--- src/rtl/fetch_module_if.sv ---
// rtl/fetch_module_if.sv - IF/ID, redirect, hazard/debug and instruction-memory bundle for the fetch stage
interface fetch_module_if #(
    parameter int NB_BITS = 32,
    parameter int NB_JMP  = 28,
    parameter int NB_ADDR = 10
);
    logic                i_pc_src;
    logic                i_pc_beq;
    logic [NB_BITS-1:0]  i_brh_addr;
    logic [NB_JMP-1:0]   i_jmp_addr;
    logic                i_stall;
    logic                i_step_mode;
    logic                i_step;
    logic [NB_BITS-1:0]  i_imem_data;
    logic [NB_ADDR-1:0]  o_imem_addr;
    logic                o_imem_en;
    logic [NB_BITS-1:0]  o_if_id_pc;
    logic [NB_BITS-1:0]  o_if_id_instr;
    logic                o_valid;
    logic                o_halt;

    modport master (
        input  i_pc_src, i_pc_beq, i_brh_addr, i_jmp_addr,
        input  i_stall, i_step_mode, i_step, i_imem_data,
        output o_imem_addr, o_imem_en, o_if_id_pc, o_if_id_instr, o_valid, o_halt
    );

    modport slave (
        output i_pc_src, i_pc_beq, i_brh_addr, i_jmp_addr,
        output i_stall, i_step_mode, i_step, i_imem_data,
        input  o_imem_addr, o_imem_en, o_if_id_pc, o_if_id_instr, o_valid, o_halt
    );
endinterface

--- src/rtl/fetch_module.sv ---
// rtl/fetch_module.sv - MIPS instruction-fetch stage with stall, single-step, redirect and HALT
module fetch_module #(
    parameter int                  NB_BITS = 32,
    parameter int                  NB_JMP  = 28,
    parameter int                  NB_ADDR = 10,
    parameter logic [NB_BITS-1:0]  HALT_OP = 32'hFFFF_FFFF
) (
    input  logic          i_clk,
    input  logic          i_rst,
    fetch_module_if.master bus
);
    localparam logic [0:0] S_RUN  = 1'b0;
    localparam logic [0:0] S_HALT = 1'b1;

    localparam logic [NB_BITS-1:0] PC_INC    = {{(NB_BITS-3){1'b0}}, 3'b100};
    localparam logic [NB_BITS-1:0] ALIGN_MSK = {{(NB_BITS-2){1'b1}}, 2'b00};

    logic [0:0]         state_q, state_d;
    logic [NB_BITS-1:0] pc_q, pc_d;
    logic [NB_BITS-1:0] if_id_pc_q, if_id_pc_d;
    logic               valid_q, valid_d;
    logic               imem_en;
    logic               advance;
    logic               redirect;
    logic               halt_hit;
    logic [NB_BITS-1:0] instr;
    logic [NB_BITS-1:0] target;
    logic [NB_BITS-1:0] pc_inc;

    assign instr    = valid_q ? bus.i_imem_data : '0;
    assign advance  = ~bus.i_stall & (~bus.i_step_mode | bus.i_step);
    assign redirect = bus.i_pc_src & valid_q;
    assign halt_hit = valid_q & (instr == HALT_OP) & advance;
    assign pc_inc   = pc_q + PC_INC;
    // Jumps keep the region bits of the jump's own PC+4; branches are word-aligned by masking.
    assign target   = bus.i_pc_beq ? (bus.i_brh_addr & ALIGN_MSK)
                                   : {if_id_pc_q[NB_BITS-1:NB_JMP], bus.i_jmp_addr};

    always_comb begin
        state_d    = state_q;
        pc_d       = pc_q;
        if_id_pc_d = if_id_pc_q;
        valid_d    = valid_q;
        imem_en    = 1'b0;
        if (state_q == S_HALT) begin
            valid_d = 1'b0;
        end else if (halt_hit) begin
            state_d = S_HALT;
            valid_d = 1'b0;
        end else if (bus.i_stall) begin
            valid_d = valid_q;
        end else if (advance) begin
            imem_en    = 1'b1;
            pc_d       = redirect ? target : pc_inc;
            if_id_pc_d = pc_inc;
            valid_d    = ~redirect;
        end else begin
            // Step mode waiting for a pulse: bubble now, replay pc_q on the next step.
            valid_d = 1'b0;
        end
    end

    always_ff @(posedge i_clk) begin
        if (!i_rst) begin
            state_q    <= S_RUN;
            pc_q       <= '0;
            if_id_pc_q <= '0;
            valid_q    <= 1'b0;
        end else begin
            state_q    <= state_d;
            pc_q       <= pc_d;
            if_id_pc_q <= if_id_pc_d;
            valid_q    <= valid_d;
        end
    end

    assign bus.o_imem_addr   = pc_q[NB_ADDR+1:2];
    assign bus.o_imem_en     = imem_en;
    assign bus.o_if_id_pc    = if_id_pc_q;
    assign bus.o_if_id_instr = instr;
    assign bus.o_valid       = valid_q;
    assign bus.o_halt        = (state_q == S_HALT);
endmodule
--- src/flat_wrapper.sv ---
// flat-port wrapper written by rule: the top's interface ports become plain ports
module fetch_module_flat 
#(
    parameter int                  NB_BITS = 32,
    parameter int                  NB_JMP  = 28,
    parameter int                  NB_ADDR = 10,
    parameter logic [NB_BITS-1:0]  HALT_OP = 32'hFFFF_FFFF
)
  (i_clk, i_rst, bus_i_pc_src, bus_i_pc_beq, bus_i_brh_addr, bus_i_jmp_addr, bus_i_stall, bus_i_step_mode, bus_i_step, bus_i_imem_data, bus_o_imem_addr, bus_o_imem_en, bus_o_if_id_pc, bus_o_if_id_instr, bus_o_valid, bus_o_halt);
  fetch_module_if #(.NB_BITS(NB_BITS), .NB_JMP(NB_JMP), .NB_ADDR(NB_ADDR)) bus_i ();
  input  logic i_clk;
  input  logic i_rst;
  input wire logic [$bits(bus_i.i_pc_src)-1:0] bus_i_pc_src;
  input wire logic [$bits(bus_i.i_pc_beq)-1:0] bus_i_pc_beq;
  input wire logic [$bits(bus_i.i_brh_addr)-1:0] bus_i_brh_addr;
  input wire logic [$bits(bus_i.i_jmp_addr)-1:0] bus_i_jmp_addr;
  input wire logic [$bits(bus_i.i_stall)-1:0] bus_i_stall;
  input wire logic [$bits(bus_i.i_step_mode)-1:0] bus_i_step_mode;
  input wire logic [$bits(bus_i.i_step)-1:0] bus_i_step;
  input wire logic [$bits(bus_i.i_imem_data)-1:0] bus_i_imem_data;
  output wire logic [$bits(bus_i.o_imem_addr)-1:0] bus_o_imem_addr;
  output wire logic [$bits(bus_i.o_imem_en)-1:0] bus_o_imem_en;
  output wire logic [$bits(bus_i.o_if_id_pc)-1:0] bus_o_if_id_pc;
  output wire logic [$bits(bus_i.o_if_id_instr)-1:0] bus_o_if_id_instr;
  output wire logic [$bits(bus_i.o_valid)-1:0] bus_o_valid;
  output wire logic [$bits(bus_i.o_halt)-1:0] bus_o_halt;
  assign bus_i.i_pc_src = bus_i_pc_src;
  assign bus_i.i_pc_beq = bus_i_pc_beq;
  assign bus_i.i_brh_addr = bus_i_brh_addr;
  assign bus_i.i_jmp_addr = bus_i_jmp_addr;
  assign bus_i.i_stall = bus_i_stall;
  assign bus_i.i_step_mode = bus_i_step_mode;
  assign bus_i.i_step = bus_i_step;
  assign bus_i.i_imem_data = bus_i_imem_data;
  assign bus_o_imem_addr = bus_i.o_imem_addr;
  assign bus_o_imem_en = bus_i.o_imem_en;
  assign bus_o_if_id_pc = bus_i.o_if_id_pc;
  assign bus_o_if_id_instr = bus_i.o_if_id_instr;
  assign bus_o_valid = bus_i.o_valid;
  assign bus_o_halt = bus_i.o_halt;
  fetch_module #(.NB_BITS(NB_BITS), .NB_JMP(NB_JMP), .NB_ADDR(NB_ADDR), .HALT_OP(HALT_OP)) u_core (.i_clk(i_clk), .i_rst(i_rst), .bus(bus_i));
endmodule
--- config.mk ---
export PLATFORM = sky130hd
export DESIGN_NAME = fetch_module_flat
export DESIGN_NICKNAME = d
export VERILOG_FILES = /design/src/rtl/fetch_module_if.sv /design/src/rtl/fetch_module.sv /design/src/flat_wrapper.sv
export SDC_FILE = /design/constraint.sdc
export NUM_CORES = 1
export LEC_CHECK = 0
export BUFFER_PORTS_ARGS = -buffer_cell sky130_fd_sc_hd__buf_2
export CORE_ASPECT_RATIO = 0.5
export CORE_MARGIN = 2
export CORE_UTILIZATION = 30
export DETAILED_ROUTE_END_ITERATION = 6
export PLACE_DENSITY = 0.62
export SLEW_MARGIN = 20
export SYNTH_ARGS = -nofsm -noshare
export SYNTH_HDL_FRONTEND = slang
export SYNTH_SLANG_ARGS = --single-unit
--- constraint.sdc ---
create_clock -name i_clk -period 3.1 [get_ports i_clk]
set_input_delay 0.465 -clock i_clk [delete_from_list [all_inputs] [get_ports i_clk]]
set_output_delay 0.465 -clock i_clk [all_outputs]
set_load 0.005 [all_outputs]
Word level (Yosys, flattened, before mapping)
Cells that the tools add are included.
{ "word_totals": {"input_bits": 99, "reg_bits": 66, "output_inout_bits": 77, "word_cells": 29} }
{ "classes": {"n_mux": 10, "bitwise": 11, "reduce_logical": 2, "addsub": 1, "eq_ne": 1} }
{ "op_table": {"columns": ["cell", "count"], "rows": [
  ["$mux W32", 3],
  ["$add A32 B3 Y32 const B", 1],
  ["$eq A32 B32 Y1 const B", 1],
  ["$mux W1", 7],
  ["$not A1 Y1", 6],
  ["$and A1 B1 Y1", 4],
  ["$reduce_and A4 Y1", 1],
  ["$reduce_or A3 Y1", 1],
  ["$or A1 B1 Y1", 1]
]} }

Logic depth before layout (Yosys ltp)
{ "depth": {"word_depth": 7, "ltp_mapped": 8, "depth_no_buf": 6} }

Least setup slack after synthesis
No wires, ideal clock.
{ "synth_timing": {"kind": "input to output", "start": "input port bus_i_imem_data[14]", "end": "output port bus_o_imem_en", "setup_slack_ns": 0.757, "stages": 6, "n_path_buf": 2, "t_arrival_ns": 1.878, "required_ns": 2.635, "cell_sequence": "nand4_1 -> or4_1 -> o31ai_4 -> inv_2 -> buf_6 -> buf_6"} }
{ "synth_via": {"elab_chain_cells": 6} }
{ "synth_rtl": {"columns": ["element", "line_no", "source"], "rows": [
  ["from (decl)", "flat_wrapper.sv:20", "input wire logic [$bits(bus_i.i_imem_data)-1:0] bus_i_imem_data;"],
  ["$mux W32", "fetch_module.sv:30", "assign instr = valid_q ? bus.i_imem_data : '0;"],
  ["$eq A32 B32 Y1", "fetch_module.sv:33", "assign halt_hit = valid_q & (instr == HALT_OP) & advance;"],
  ["$and A1 B1 Y1 (2 in a row)", "fetch_module.sv:33", null],
  ["$mux W1", "fetch_module.sv:47", "end else if (halt_hit) begin"],
  ["$mux W1", "fetch_module.sv:45", "if (state_q == S_HALT) begin"],
  ["to (decl)", "flat_wrapper.sv:22", "output wire logic [$bits(bus_i.o_imem_en)-1:0] bus_o_imem_en;"]
]} }
Every way passes these cells.

Worst setup path in the final report
{ "layout_timing": {"start": "register u_core.valid_q (netlist: u_core.bus.o_valid)", "end": "output port bus_o_imem_en"} }
{ "layout_via": {"elab_chain_cells": 6} }
{ "layout_rtl": {"columns": ["element", "line_no", "source"], "rows": [
  ["from (decl)", "fetch_module.sv:21", "logic valid_q, valid_d;"],
  ["from (signal assigned)", "fetch_module.sv:73", "valid_q <= valid_d;"],
  ["$mux W32", "fetch_module.sv:30", null],
  ["$eq A32 B32 Y1", "fetch_module.sv:33", null],
  ["$and A1 B1 Y1 * (2 in a row)", "fetch_module.sv:33", null],
  ["$mux W1 *", "fetch_module.sv:47", null],
  ["$mux W1 *", "fetch_module.sv:45", null]
]} }
Every way passes the cells marked *; elsewhere a longest branch is shown, timed or not.

==> results.py <==
metrics = {
    "status": {
        "status": "complete, no violations",
    },
    "setup_path": {
        "critical_path_required_ns": 2.63,
        "slowest_delay_ns": 0.35,
        "crit_type": "reg -> out",
        "crit_fanout": 36,
        "endpoint_kind": "output port",
        "critPathArrivalTime_ns": 2.00,
        "crit_chain": "buf_4 -> nand2_1 -> or2_2 -> o31ai_4 -> inv_2 -> buf_2",
        "crit_slowest_cell": "or2_2",
        "critPathLaunchType": "register",
    },
    "route": {
        "routed_wirelength_mm": 12.29,
        "drtPass1Iterations": 4,
        "via_per_inst": 4.930,
        "antenna_left": 0,
        "drtIter0Drc": 355,
        "vias": 4210,
        "drc": 0,
        "wl_per_cell_um": 14.39,
    },
    "cells_and_area": {
        "drive_gt1_share_pct": 37.01,
        "layoutNonFillerInstCount": 854,
        "final_area_um2": 5473,
        "area_growth_pct": 29.10,
        "antenna_cells": 0,
        "fin_util_pct": 40.05,
        "num-fill-cells": 1426,
        "nNetsFinal": 757,
    },
    "floorplanning": {
        "rows": 30,
        "coreArea_um2": 13660,
        "die_y_um": 88.06,
        "initial_utilization_pct": 31.03,
        "dieArea_um2": 15160,
        "die_w_um": 172.1,
        "num_io_pins": 176,
    },
    "placement": {
        "place_inst": 838,
        "place_area_um2": 5154,
        "pre_cts_ws_ns": 0.5429,
        "gp_congestion": 0.7573,
        "dp_hpwl_mm": 8.548,
        "io_buffers": 173,
    },
    "logic_synthesis": {
        "synth_cells": 522,
        "yosysMostFrequentCell": "dfxtp_1",
        "synth.distinct_cells": 48,
        "yosysSeqAreaShare_pct": 31.17,
        "netlist.area_leader.share_pct": 31.17,
        "synth_common_cells": "dfxtp_1, nand2_1, nor2_1, a21oi_1, and2_1",
        "synth_ff_type": "dfxtp_1",
        "synth-async-reset-ratio_pct": 0,
        "ys_ff_latch": 66,
        "avgSynthCellArea_um2": 8.121,
        "synth_edf_count": 0,
        "synth_fp_nets": 622,
        "yosysTopAreaCell": "dfxtp_1",
        "ys_warn_count": 0,
        "synth.cell_area_um2": 4239,
        "synthTopCellsByArea": "dfxtp_1, a211oi_2, nand2_1",
    },
    "clock_tree": {
        "cts_buffers": 9,
        "post_cts_resized": 0,
        "cts_tree": "done",
        "post-cts-setup-buffer-count": 0,
        "clock-sinks": 66,
        "cts_hold_buf": 0,
        "htreeDepth": 3,
        "root_buffer": "clkbuf_16",
        "clk_path_buf_depth": 2,
        "clk_latency_ns": 0.33,
        "clk_pin_slew_ns": 0.06,
    },
    "timing": {
        "setup_viol": 0,
        "rsz0062_at_grt": "false",
        "finalHoldViolations": 0,
        "period_minus_slack_ns": 2.463,
        "post-route-period-util_pct": 79.47,
        "whs_ns": 0.4116,
        "worst_slew_pin_slew_ns": 0.7229,
        "max-slew-margin-rel_pct": 51.80,
        "drv_slew": 0,
        "fin_skew_ns": 0.005929,
        "setup_ws_ns": 0.6365,
        "max_freq_mhz": 405.9,
        "fin_setup_tns_ns": 0,
    },
    "pwr": {
        "swShare_pct": 25.97,
        "power_frac_comb_pct": 15.5,
        "powerDensity_nw_per_um2": 433.7,
        "p_sw_uw": 616.4,
        "power_leakage_nw": 2.288,
        "ir_worst_vdd_mv": 0.2503,
        "p_seq_share_pct": 38.5,
        "internal_power_mw": 1.757,
        "p_clk_share_pct": 46.0,
        "power.total_mw": 2.373,
    },
    "global_route": {
        "grt_max_degree": 59,
        "grt_busiest_layer": "met2",
        "track_usage_pct": 15.94,
        "grtUsageMet1_pct": 21.38,
        "globalRouteMet3Util_pct": 3.615,
        "antenna_found_initial": 0,
        "overflow": 0,
        "grt_pass1_wl_mm": 19.16,
        "grt_util_met2_pct": 26.14,
        "grt_pass1_vias": 3814,
    },
    "worst_hold_path": {
        "hold_path.class": "in -> reg",
    },
    "flow_run": {
        "maxCapViolations": 0,
    },
}
==> critical path: cells and delay by family, from the launching register on <==
kind / cells / cell delay, ns
AND/OR/NAND/NOR: 2 / 0.45
buffers and inverters: 3 / 0.67
AO/OA/AOI/OAI: 1 / 0.25
flip-flops: 1 / 0.30
==> placed cells by master, fill, tap and decap left out, drive strengths merged, types with 6 or more instances in the layout <==
cell,netlist,routed
buf,26,182
dfxtp,66,66
nand2,57,57
nor2,50,50
a21oi,36,36
and2,34,34
a211oi,28,28
xor2,23,23
nand3,19,19
o21ai,17,17
mux2i,17,17
nand4,14,14
mux2,13,13
o32ai,12,12
nor3,9,9
clkbuf,32,9
o31a,8,8
and4,6,6
and3,6,6
o31ai,6,6
==> state kept, by name, indices dropped and copies added (netlist names) <==
name                   count
u_core.bus.o_halt          1
u_core.bus.o_valid         1
u_core.pc_q               32
u_core.bus.o_if_id_pc     32
==> layer usage <==
layer	vias to the layer above	share of wire, %
met4	0	1.1
li1	2140	-
met1	1962	48
met2	93	46
met3	15	4.6
met5	-	0
==> power by group through the flow <==
| stage | clock, mW | sequential [mW] | combinational, mW |
|---|---|---|---|
| 4_1_cts | 1.12 | 0.913 | 0.374 |
| 3_5_place_dp | 0 | 0.931 | 0.372 |
| 2_1_floorplan | 0 | 0.929 | 0.218 |
| 3_3_place_gp | 0 | 0.930 | 0.369 |
| 5_1_grt | 1.15 | 0.918 | 0.410 |
| 6_report | 1.09 | 0.913 | 0.369 |
==> final timing paths <==
path                                        start                                     to  slack, ns  depth (start not counted)
setup / recovery  u_core.bus.o_valid$_SDFFE_PP0N_                          bus_o_imem_en       0.64                          6
hold / removal                  bus_i_jmp_addr[1]            u_core.pc_q[1]$_SDFFE_PN0P_       0.41                          3
setup reg to reg      u_core.pc_q[9]$_SDFFE_PN0P_           u_core.pc_q[31]$_SDFFE_PN0P_       0.76                          5
hold reg to reg       u_core.pc_q[1]$_SDFFE_PN0P_  u_core.bus.o_if_id_pc[1]$_SDFFE_PN0P_       0.45                          2
==> area by class of cell <==
cell class | count | area, µm² | share of cell area, %
clock inverters | 7 | 93.84 | 1.715
inverters | 5 | 18.77 | 0.3429
clock buffers | 9 | 225.2 | 4.115
well taps | 192 | 240.2 | 4.390
multi-input cells | 393 | 2603 | 47.55
repair buffers | 182 | 970.9 | 17.74
flip-flops and latches | 66 | 1321 | 24.14
==> cell families after synthesis <==
logic type / synth area share (%)
adders and majority gates: 0.2951
xor gates and xnor gates: 5.578
and+or+nand+nor: 24.82
AOI/OAI and AO/OA: 23.20
buffers and inverters: 7.467
DFF: 31.17
muxes: 7.467
(Power assumes the default switching activity.)
